File: src/rtl/ram_scan_if.sv
// Bundle of the scan reader's control, RAM-side and display-side signals.
// The slave modport is the reader; the master modport is its environment.
interface ram_scan_if #(
    parameter int ADDR_W = 4,
    parameter int DATA_W = 8
);
    logic              en;
    logic              step;
    logic              ram_we;
    logic [DATA_W-1:0] ram_dout;
    logic [ADDR_W-1:0] outaddr;
    logic [ADDR_W-1:0] cur_addr;
    logic [DATA_W-1:0] cur_data;
    logic              valid;
    logic [6:0]        hex0;
    logic [6:0]        hex1;
    logic [6:0]        hex2;

    modport slave (
        input  en, step, ram_we, ram_dout,
        output outaddr, cur_addr, cur_data, valid, hex0, hex1, hex2
    );

    modport master (
        output en, step, ram_we, ram_dout,
        input  outaddr, cur_addr, cur_data, valid, hex0, hex1, hex2
    );
endinterface

File: src/rtl/ram_scan_reader.sv
// Scans a synchronous-read RAM address by address (auto dwell or manual step),
// holding each captured word and its address for the 7-segment display.
module ram_scan_reader #(
    parameter int ADDR_W    = 4,
    parameter int DATA_W    = 8,
    parameter int LAST_ADDR = 15,
    parameter int DWELL     = 25000000
) (
    input  logic clk,
    input  logic clrn,
    ram_scan_if.slave bus
);
    localparam int                CW         = (DWELL > 1) ? $clog2(DWELL) : 1;
    localparam logic [CW-1:0]     DWELL_LAST = CW'(DWELL - 1);
    localparam logic [ADDR_W-1:0] ADDR_LAST  = ADDR_W'(LAST_ADDR);

    typedef enum logic [1:0] {IDLE, ISSUE, CAPTURE, HOLD} state_t;

    state_t            state, state_nx;
    logic [ADDR_W-1:0] addr;
    logic [CW-1:0]     cnt;
    logic              step_q;
    logic              step_rise;
    logic [ADDR_W-1:0] cur_addr_r;
    logic [DATA_W-1:0] cur_data_r;
    logic              valid_r;
    logic              do_start, do_advance, do_capture, cnt_inc, cnt_clr;

    function automatic logic [ADDR_W-1:0] next_addr(input logic [ADDR_W-1:0] a);
        return (a == ADDR_LAST) ? '0 : a + ADDR_W'(1);
    endfunction

    function automatic logic [6:0] seg7(input logic [3:0] v);
        case (v)
            4'h0:    return 7'b1000000;
            4'h1:    return 7'b1111001;
            4'h2:    return 7'b0100100;
            4'h3:    return 7'b0110000;
            4'h4:    return 7'b0011001;
            4'h5:    return 7'b0010010;
            4'h6:    return 7'b0000010;
            4'h7:    return 7'b1111000;
            4'h8:    return 7'b0000000;
            4'h9:    return 7'b0010000;
            4'hA:    return 7'b0001000;
            4'hB:    return 7'b0000011;
            4'hC:    return 7'b1000110;
            4'hD:    return 7'b0100001;
            4'hE:    return 7'b0000110;
            default: return 7'b0001110;
        endcase
    endfunction

    assign step_rise = bus.step & ~step_q;

    always_ff @(posedge clk or negedge clrn) begin
        if (!clrn) state <= IDLE;
        else       state <= state_nx;
    end

    always_comb begin
        state_nx   = state;
        do_start   = 1'b0;
        do_advance = 1'b0;
        do_capture = 1'b0;
        cnt_inc    = 1'b0;
        cnt_clr    = 1'b0;
        case (state)
            IDLE: begin
                if (bus.en || step_rise) begin
                    do_start = 1'b1;
                    state_nx = ISSUE;
                end
            end
            // The RAM only reads on an edge where its write enable is low.
            ISSUE: begin
                if (!bus.ram_we) state_nx = CAPTURE;
            end
            CAPTURE: begin
                do_capture = 1'b1;
                cnt_clr    = 1'b1;
                state_nx   = HOLD;
            end
            HOLD: begin
                // A step edge wins over the dwell count so only one advance happens.
                if (step_rise || (bus.en && cnt == DWELL_LAST)) begin
                    do_advance = 1'b1;
                    cnt_clr    = 1'b1;
                    state_nx   = ISSUE;
                end else if (bus.en) begin
                    cnt_inc = 1'b1;
                end else begin
                    cnt_clr = 1'b1;
                end
            end
            default: state_nx = IDLE;
        endcase
    end

    always_ff @(posedge clk or negedge clrn) begin
        if (!clrn) begin
            step_q     <= 1'b0;
            addr       <= '0;
            cnt        <= '0;
            cur_addr_r <= '0;
            cur_data_r <= '0;
            valid_r    <= 1'b0;
        end else begin
            step_q <= bus.step;
            if (do_start)        addr <= '0;
            else if (do_advance) addr <= next_addr(addr);
            if (cnt_clr)         cnt <= '0;
            else if (cnt_inc)    cnt <= cnt + CW'(1);
            if (do_capture) begin
                cur_data_r <= bus.ram_dout;
                cur_addr_r <= addr;
                valid_r    <= 1'b1;
            end
        end
    end

    assign bus.outaddr  = addr;
    assign bus.cur_addr = cur_addr_r;
    assign bus.cur_data = cur_data_r;
    assign bus.valid    = valid_r;
    assign bus.hex0     = seg7(cur_data_r[3:0]);
    assign bus.hex1     = seg7(cur_data_r[7:4]);
    assign bus.hex2     = seg7(4'(cur_addr_r));
endmodule

File: src/flat_wrapper.sv
// flat-port wrapper written by rule: the top's interface ports become plain ports
module ram_scan_reader_flat 
#(
    parameter int ADDR_W    = 4,
    parameter int DATA_W    = 8,
    parameter int LAST_ADDR = 15,
    parameter int DWELL     = 25000000
)
  (clk, clrn, bus_en, bus_step, bus_ram_we, bus_ram_dout, bus_outaddr, bus_cur_addr, bus_cur_data, bus_valid, bus_hex0, bus_hex1, bus_hex2);
  ram_scan_if #(.ADDR_W(ADDR_W), .DATA_W(DATA_W)) bus_i ();
  input  logic clk;
  input  logic clrn;
  input wire logic [$bits(bus_i.en)-1:0] bus_en;
  input wire logic [$bits(bus_i.step)-1:0] bus_step;
  input wire logic [$bits(bus_i.ram_we)-1:0] bus_ram_we;
  input wire logic [$bits(bus_i.ram_dout)-1:0] bus_ram_dout;
  output wire logic [$bits(bus_i.outaddr)-1:0] bus_outaddr;
  output wire logic [$bits(bus_i.cur_addr)-1:0] bus_cur_addr;
  output wire logic [$bits(bus_i.cur_data)-1:0] bus_cur_data;
  output wire logic [$bits(bus_i.valid)-1:0] bus_valid;
  output wire logic [$bits(bus_i.hex0)-1:0] bus_hex0;
  output wire logic [$bits(bus_i.hex1)-1:0] bus_hex1;
  output wire logic [$bits(bus_i.hex2)-1:0] bus_hex2;
  assign bus_i.en = bus_en;
  assign bus_i.step = bus_step;
  assign bus_i.ram_we = bus_ram_we;
  assign bus_i.ram_dout = bus_ram_dout;
  assign bus_outaddr = bus_i.outaddr;
  assign bus_cur_addr = bus_i.cur_addr;
  assign bus_cur_data = bus_i.cur_data;
  assign bus_valid = bus_i.valid;
  assign bus_hex0 = bus_i.hex0;
  assign bus_hex1 = bus_i.hex1;
  assign bus_hex2 = bus_i.hex2;
  ram_scan_reader #(.ADDR_W(ADDR_W), .DATA_W(DATA_W), .LAST_ADDR(LAST_ADDR), .DWELL(DWELL)) u_core (.clk(clk), .clrn(clrn), .bus(bus_i));
endmodule
File: config.mk
export PLATFORM = sky130hd
export DESIGN_NAME = ram_scan_reader_flat
export DESIGN_NICKNAME = d
export VERILOG_FILES = /design/src/rtl/ram_scan_if.sv /design/src/rtl/ram_scan_reader.sv /design/src/flat_wrapper.sv
export SDC_FILE = /design/constraint.sdc
export NUM_CORES = 1
export LEC_CHECK = 0
export ABC_AREA = 1
export CORE_ASPECT_RATIO = 0.5
export CORE_MARGIN = 5
export CORE_UTILIZATION = 60
export CTS_CLUSTER_DIAMETER = 150
export DETAILED_ROUTE_END_ITERATION = 8
export DONT_BUFFER_PORTS = 1
export GPL_TIMING_DRIVEN = 0
export PLACE_DENSITY = 0.75
export SYNTH_ARGS = -nofsm -noshare
export SYNTH_HDL_FRONTEND = slang
export SYNTH_SLANG_ARGS = --single-unit
export TNS_END_PERCENT = 100
File: constraint.sdc
create_clock -name clk -period 5.5 [get_ports clk]
set_clock_uncertainty 0.2 [all_clocks]
set_input_delay 1.65 -clock clk [delete_from_list [all_inputs] [get_ports clk]]
set_output_delay 1.65 -clock clk [all_outputs]
set_load 0.1 [all_outputs]
======== Yosys cells after proc, flatten, opt, wreduce, memory -nomap -nowiden ========
Memories as Yosys holds them, arrays and structs flattened.
Index checks and enable logic that the tools add are counted.
word-level totals
  output and inout port bits .............. 38
  memories kept ........................... 3
  register bits ........................... 45
  memory bits (read-only) ................. 336
  word-level logic and storage cells ...... 49
  input bits .............................. 13
memories
  name              depth  width  rd ports  clocked after Yosys merged registers in  write ports  line                   text
  (name not given)  16     7      1         0                                        0            ram_scan_reader.sv:34  case (v)
  (name not given)  16     7      1         0                                        0            ram_scan_reader.sv:34
  (name not given)  16     7      1         0                                        0            ram_scan_reader.sv:34
operators by class
  multiplexer cells ....................... 20
  eq/ne operators ......................... 8
  reduce and logical (&&, ||, !) cells .... 7
  $add $sub $neg .......................... 2
  bitwise logic cells ..................... 2
operators with widths
  cell                     number
  $mux W25                 2
  $add A25 B1 Y25 const B  1
  $eq A25 B25 Y1 const B   1
  $mux W4                  3
  $mux W1                  10
  $pmux W2 S4              1
  $mux W2                  3
  $add A4 B1 Y4 const B    1
  $eq A2 B2 Y1 const B     2
  $eq A4 B4 Y1 const B     1
  $ne A2 B1 Y1 const B     2
  $reduce_bool A2 Y1       2
  $reduce_and A3 Y1        1
  $eq A2 B1 Y1 const B     1
  $logic_not A2 Y1         1
  $logic_or A1 B1 Y1       2
  $ne A2 B2 Y1 const B     1
  $pmux W1 S2              1
  $and A1 B1 Y1            1
  $logic_and A1 B1 Y1      1
  $not A1 Y1               1

======== Longest topological paths before layout ========
Gate-level depths: netlist (run 1).
  word-level depth ........................ 7
  depth in mapped cells ................... 12
  gate-level depth less buffers ........... 12

======== Worst setup path before layout (run 1) ========
OpenSTA, ideal clock, no wires.
  path kind ............................... reg2out
  start point ............................. register u_core.cur_data_r[4] (netlist: u_core.bus.cur_data[4])
  end point ............................... output port bus_hex1[5]
  cell stages (with the launch flop) ...... 5
  setup slack ............................. -0.092 ns
  data required time ...................... 3.650 ns
  data arrival time ....................... 3.742 ns
  path buffers ............................ 0
  cells stage by stage .................... dfrtp_1 inv_1 ha_1 o21a_1 o21ai_0
between the ends
  cells in the longest elaborated chain, start to end .. 1
ends and longest elaborated chain
  element                 line                    text
  start, declared         ram_scan_reader.sv:25   logic [DATA_W-1:0] cur_data_r;
  start signal, assigned  ram_scan_reader.sv:115  cur_data_r <= bus.ram_dout;
  $mem_v2 Z16 W7          --
  end, declared           flat_wrapper.sv:22      output wire logic [$bits(bus_i.hex1)-1:0] bus_hex1;
No other way between the ends.

======== Worst setup path after layout (run 1) ========
  start point ............................. register u_core.cur_data_r[4] (netlist: u_core.bus.cur_data[4])
  end point ............................... output port bus_hex1[3]
The elaborated chain is that of the path after synthesis.

==> summary.md, run 1 <==
| Metric | Value |
|---|---|
| Outcome | `finished, final reports clean` |
| CP Capture Type | `primary output` |
| DRT antenna net count | `0` |
| Drt pass-1 iters | `5` |
| Adder-cell share of the synthesized area | `0.0936` |
| Mux contribution to synthesized area | `0` |
| Final hold vios | `0` |
| Fin crit share | `0.890` |
| Setup_tns | `0 ns` |
| CP Max Fanout | `6` |
| CP Class | `register to primary output` |
| Synthesized area per cell | `between 7 and 8 sq um` |
| Nets | `~500` |
| Main combinational cell family by area after synthesis | `simple AND/OR/NAND/NOR gates` |
| Wirelength per Cell | `roughly 14 um` |
| Area Overhead vs Synth | `7.37%` |
| Die W | `between 100 and 150 um` |
| Yosys cell types | `32` |
| CP max-delay cell | `dfrtp_1` |
| Compound-Gate Fraction of Synth Area | `0.116` |
| Fin area | `3440 sq um` |
| Maximum clock path buffer count | `2` |
| Synth warn | `0` |
| FILL cells | `between 400 and 500` |
| # setup viols final | `0` |
| Initial core utilization | `0.636` |
| Full die area | `7000 sq um` |
| Setup Buffers After CTS | `0` |
| DR iter-0 viols | `about 200` |
| Area leader, netlist | `dfrtp_1` |
| PortBufs | `0` |
| Clock Pin Slew Worst Setup and Hold Paths | `roughly 0.08 ns` |
| Clk sinks | `45` |
| Antenna diode count | `0` |
| Share of async-settable or async-resettable flops after synthesis | `1.00` |
| CTS hold repair buffers | `0` |
| Vias per cell | `5.48` |
| DRC errors left | `0` |
| CTS Buf Count | `5` |
| DP HPWL | `just under 6000 um` |
| Via count | `between 2k and 3k` |
| Critical Path Max Stage Delay | `a little over 1 ns` |
| Crit path required time | `3.65 ns` |
| Worst skew pair latency | `slightly below 0.3 ns` |
| Yosys reg bits | `45` |
| Critical path arrival | `~3 ns` |
| Final wirelength | `roughly 7600 um` |
| Grt total ovfl | `0` |
| Core area | `5040 sq um` |
| Final Max Tran Viols | `0` |
| Gr usage total | `0.231` |
| Max-Cap Viols | `0` |
| Synth Net Count | `~500` |
| Unrepaired setup endpoints after global routing | `false` |
| H-tree depth | `2` |
| Die height | `~62 um` |
| Vias in the first global route | `roughly 2.8k` |
| Share of layout cells above drive strength 1 | `0.0796` |
| IO Count | `a little over 50` |
| Initial antenna violation count | `0` |
| Crit path launch type | `register` |
| Synth area leaders | `dfrtp_1 (35%), nand2_1 (17%), ha_1 (9.4%)` |
| XOR/XNOR share of the synthesized area | `0.0464` |
| Fin worst setup slack | `between 0.6 and 0.7 ns` |
| Hold WC Path Type | `register to register` |
| Cell count after synthesis | `between 400 and 500` |
| Post-synth top area share | `0.351` |
| Min Hold Slack | `approximately 0.33 ns` |
| Number of synthesized flops with an enable pin | `0` |
| Rows | `18` |
| Synthesized area | `3210 sq um` |
| Clock root cell | `clkbuf_8` |
| Place WS | `0.967 ns` |
| Count leader, synth | `nand2_1` |
| Rel. slew slack | `0.198` |
| Placed inst area | `approximately 3400 sq um` |
| Commonest cells post-synth | `nand2_1 (146), inv_1 (48), dfrtp_1 (45)` |
| Post-CTS resize count | `0` |
| TritonCTS clock tree | `done` |
| Fin crit period | `between 4 and 5 ns` |
| Sequential area share after synthesis | `0.351` |
| CP cell instances | `inv_1, ha_1, a21oi_1, o21ai_0, nand2_1` |
| First-pass GRT wire length | `approximately 13,000 um` |
| Routability Congestion | `between 0.9 and 1` |
| Largest net degree at the start of global routing | `46` |
| Least-Margin Pin Slew | `about 1.2 ns` |
| Fmax | `204 MHz` |
| Synth Flop Type | `dfrtp_1` |
| Synth Area in Simple Gates | `0.317` |
[kinds of logic (layout without fill, tap and decap cells)]
kind of cell	count (synthesis)	count (layout)
simple gates	241	241
flops	45	45
xor+xnor	17	17
compound gates	68	68
buf+inv	63	70
fa+ha+maj	24	24
[sequential cells by signal, indices dropped and copies added, names as in the netlist]
| register | cells |
|---|---|
| u_core.cnt | 25 |
| u_core.bus.outaddr | 4 |
| u_core.bus.cur_data | 8 |
| u_core.state | 2 |
| u_core.step_q | 1 |
| u_core.bus.valid | 1 |
| u_core.bus.cur_addr | 4 |
[cells in the final DEF (no fill, tap or decap), types with 4 or more instances in the layout]
master,count
a21oi_1,7
a21oi_2,10
clkbuf_1,9
clkbuf_8,6
dfrtp_1,45
ha_1,24
inv_1,48
nand2_1,146
nand3_1,25
nand4_1,9
nor2_1,44
nor3_1,4
o21ai_0,32
o22ai_1,7
xor2_1,15
[cell type report]
class                           instances  area (sq um)  share of cell area
Tap cell                               70          87.6              0.0254
Clock buffer                            6          82.6              0.0240
Inverter                               50           188              0.0545
Multi-Input combinational cell        350          1900               0.551
Buffer                                 13          55.1              0.0160
Sequential cell                        45          1130               0.327
Clock inverter                          1          7.51             0.00218
[final timing paths]
| path | endpoint | cells past startpoint | slack [ns] | start |
|---|---|---|---|---|
| max in group asynchronous | u_core.bus.outaddr[3] | 0 | 4.18 | clrn |
| hold reg to reg | u_core.cnt[23] | 2 | 0.33 | u_core.cnt[23] |
| min in group asynchronous | u_core.cnt[24] | 0 | 0.84 | clrn |
| setup / recovery | bus_hex1[3] | 5 | 0.60 | u_core.bus.cur_data[4] |
| setup reg to reg | u_core.cnt[20] | 8 | 3.27 | u_core.state[0] |
| hold / removal | u_core.cnt[23] | 2 | 0.33 | u_core.cnt[23] |
[through the flow]
stage | std cells | util
3_3_place_gp | 528 | 0.653
4_1_cts | 535 | 0.683
2_1_floorplan | 458 | -
5_1_grt | 535 | 0.683
3_5_place_dp | 528 | 0.665
6_report | 535 | 0.683
[layer usage]
layer,up-vias,share of wire,GRT usage
met1,1364,0.47,0.305
met2,88,0.45,0.407
met3,7,0.074,0.0513
li1,1475,-,-
met4,0,0.0066,0.0462
met5,-,0,0
[worst max-delay path: cells and delay by family, from the launching register on]
family / cells / cell delay [ns]
adders and majority gates: 1 / 0.38
DFF: 1 / 1.02
and+or+nand+nor: 1 / 0.69
buffers and inverters: 1 / 0.32
AOI/OAI and AO/OA: 2 / 0.34
Power of run 1 is not shown: default switching activity piles up to over one toggle a cycle in this logic, so the estimate is an artifact.
==> inputs of run 2 (changes only) <==
Settings changed: SLEW_MARGIN from default to 20.
==> summary.md, run 2 (synthesized netlist as in run 1, its figures left out) <==
| Metric | Value |
|---|---|
| DRT antenna net count | `0` |
| CP max-delay cell | `dfrtp_1` |
| Critical Path Max Stage Delay | `between 1 and 1.5 ns` |
| Area Overhead vs Synth | `9.56%` |
| PortBufs | `0` |
| Placed inst area | `around 3400 sq um` |
| Largest net degree at the start of global routing | `46` |
| Critical path arrival | `between 3 and 4 ns` |
| Least-Margin Pin Slew | `1.18 ns` |
| Drt pass-1 iters | `5` |
| Final Max Tran Viols | `0` |
| First-pass GRT wire length | `about 13,000 um` |
| Setup Buffers After CTS | `0` |
| Rel. slew slack | `0.211` |
| Antenna diode count | `0` |
| Outcome | `finished, final reports clean` |
| Fin area | `between 3000 and 4000 sq um` |
| Clock root cell | `clkbuf_8` |
| CTS Buf Count | `5` |
| Placed cells | `~530` |
| FILL cells | `462` |
| Initial antenna violation count | `0` |
| Max-Cap Viols | `0` |
| Worst path bufs/invs | `1` |
| CP Class | `register to primary output` |
| Worst skew pair latency | `0.30 ns` |
| Crit path from | `u_core.bus.cur_data[4]` |
| Vias per cell | `5.53` |
| CP Capture Type | `primary output` |
| Nets | `between 500 and 600` |
| Worst reg2reg path startpoint | `u_core.state[0]` |
| Full die area | `approximately 7000 sq um` |
| Fmax | `200 MHz` |
| Maximum clock path buffer count | `2` |
| Crit path required time | `~3.7 ns` |
| CTS hold repair buffers | `0` |
| Final Core Density | `0.697` |
| # setup viols final | `0` |
| Max reg flops | `25` |
| DP HPWL | `~5800 um` |
| Core area | `roughly 5000 sq um` |
| Unrepaired setup endpoints after global routing | `false` |
| Most common cell after layout, fill and taps aside | `nand2_1` |
| DR iter-0 viols | `approximately 180` |
| H-tree depth | `2` |
| Die W | `~110 um` |
| Grt total ovfl | `0` |
| Clock Pin Slew Worst Setup and Hold Paths | `approximately 0.09 ns` |
| Vias in the first global route | `approximately 2.9k` |
| Crit path launch type | `register` |
| Finished Layout Cells | `536` |
| Die height | `61.7 um` |
| Wirelength per Cell | `approximately 14 um` |
| Gr usage total | `0.232` |
| Clk sinks | `between 40 and 50` |
| Top reg by flops | `u_core.cnt` |
| Fin crit period | `between 4 and 5 ns` |
| Via count | `between 2k and 3k` |
| Initial core utilization | `0.636` |
| Rows | `18` |
| IO Count | `a little over 50` |
| Final hold vios | `0` |
| Routability Congestion | `0.955` |
| CP delay by family, top | `flip-flops` |
| Fin crit share | `0.909` |
| DRC errors left | `0` |
| Commonest cells after routing, fill and taps aside | `nand2_1 (146), inv_1 (48), dfrtp_1 (45), nor2_1 (44), o21ai_0 (32)` |
| Worst Hold Launch | `u_core.cnt[23]` |
| CP cell instances | `inv_1, ha_1, a21oi_1, o21ai_0, nand2_1` |
| Final wirelength | `approximately 7700 um` |
| Post-CTS resize count | `0` |
| CP Max Fanout | `6` |
| TritonCTS clock tree | `done` |
| Share of layout cells above drive strength 1 | `0.0815` |
| Hold WC Path Type | `register to register` |
-- run 2: changes by cell type in the layout (fill, tap and decap cells not counted) --
cell,delta
a21oi_2,-6
a21oi_4,+6
bufinv_16,+1
clkbuf_8,-1
clkinv_4,+1
-- run 2: through the flow --
| stage | hold slack (ns) | TNS, ns | worst slack (ns) |
|---|---|---|---|
| after floorplan | 0.271 | 0 | 0.0490 |
| after global placement | 0.288 | -0.146 | -0.138 |
| after detailed placement | 0.308 | 0 | 0.875 |
| after CTS | 0.330 | 0 | 0.504 |
| after global routing | 0.345 | 0 | 0.327 |
| final | 0.330 | 0 | 0.503 |
-- run 2: final timing paths --
check,cells after the start,slack [ns],endpoint
setup / recovery,5,0.50,bus_hex1[3]
hold / removal,2,0.33,u_core.cnt[23]
max in group asynchronous,0,4.18,u_core.bus.cur_data[1]
min in group asynchronous,0,0.83,u_core.cnt[24]
hold reg to reg,2,0.33,u_core.cnt[23]
setup reg to reg,8,3.24,u_core.cnt[20]
-- run 2: final cells by class --
class                           instances  area, sq um  share of cell area
Inverter                               50          188              0.0534
Buffer                                 13         55.1              0.0157
Sequential cell                        45         1130               0.320
Clock inverter                          3         46.3              0.0132
Tap cell                               70         87.6              0.0249
Clock buffer                            5         68.8              0.0196
Multi-Input combinational cell        350         1940               0.553
-- run 2: layer usage --
layer,up-vias,global-route usage,part of all wire
met2,104,0.407,0.46
li1,1476,-,-
met5,-,0,0
met3,9,0.0522,0.086
met1,1374,0.299,0.45
met4,0,0.0719,0.0063
-- run 2: worst reg2reg max path, cell delays in order (launching register included) --
cell and delay (ns):
dfrtp_1 0.42, inv_1 0.08, ha_1 0.22, buf_2 0.19, nor2_2 0.34, inv_1 0.15, clkbuf_1 0.29, nand4_1 0.20
nand2_1 0.06
Power of run 2 is left out for the same reason.
==> inputs of run 3 (changes only) <==
Settings changed: CTS_BUF_LIST from default to sky130_fd_sc_hd__clkbuf_8 sky130_fd_sc_hd__clkbuf_16.
==> results of run 3 <==
No change in the layout: final DEF, timing and power equal those of run 2.
Power of run 3 is left out for the same reason.
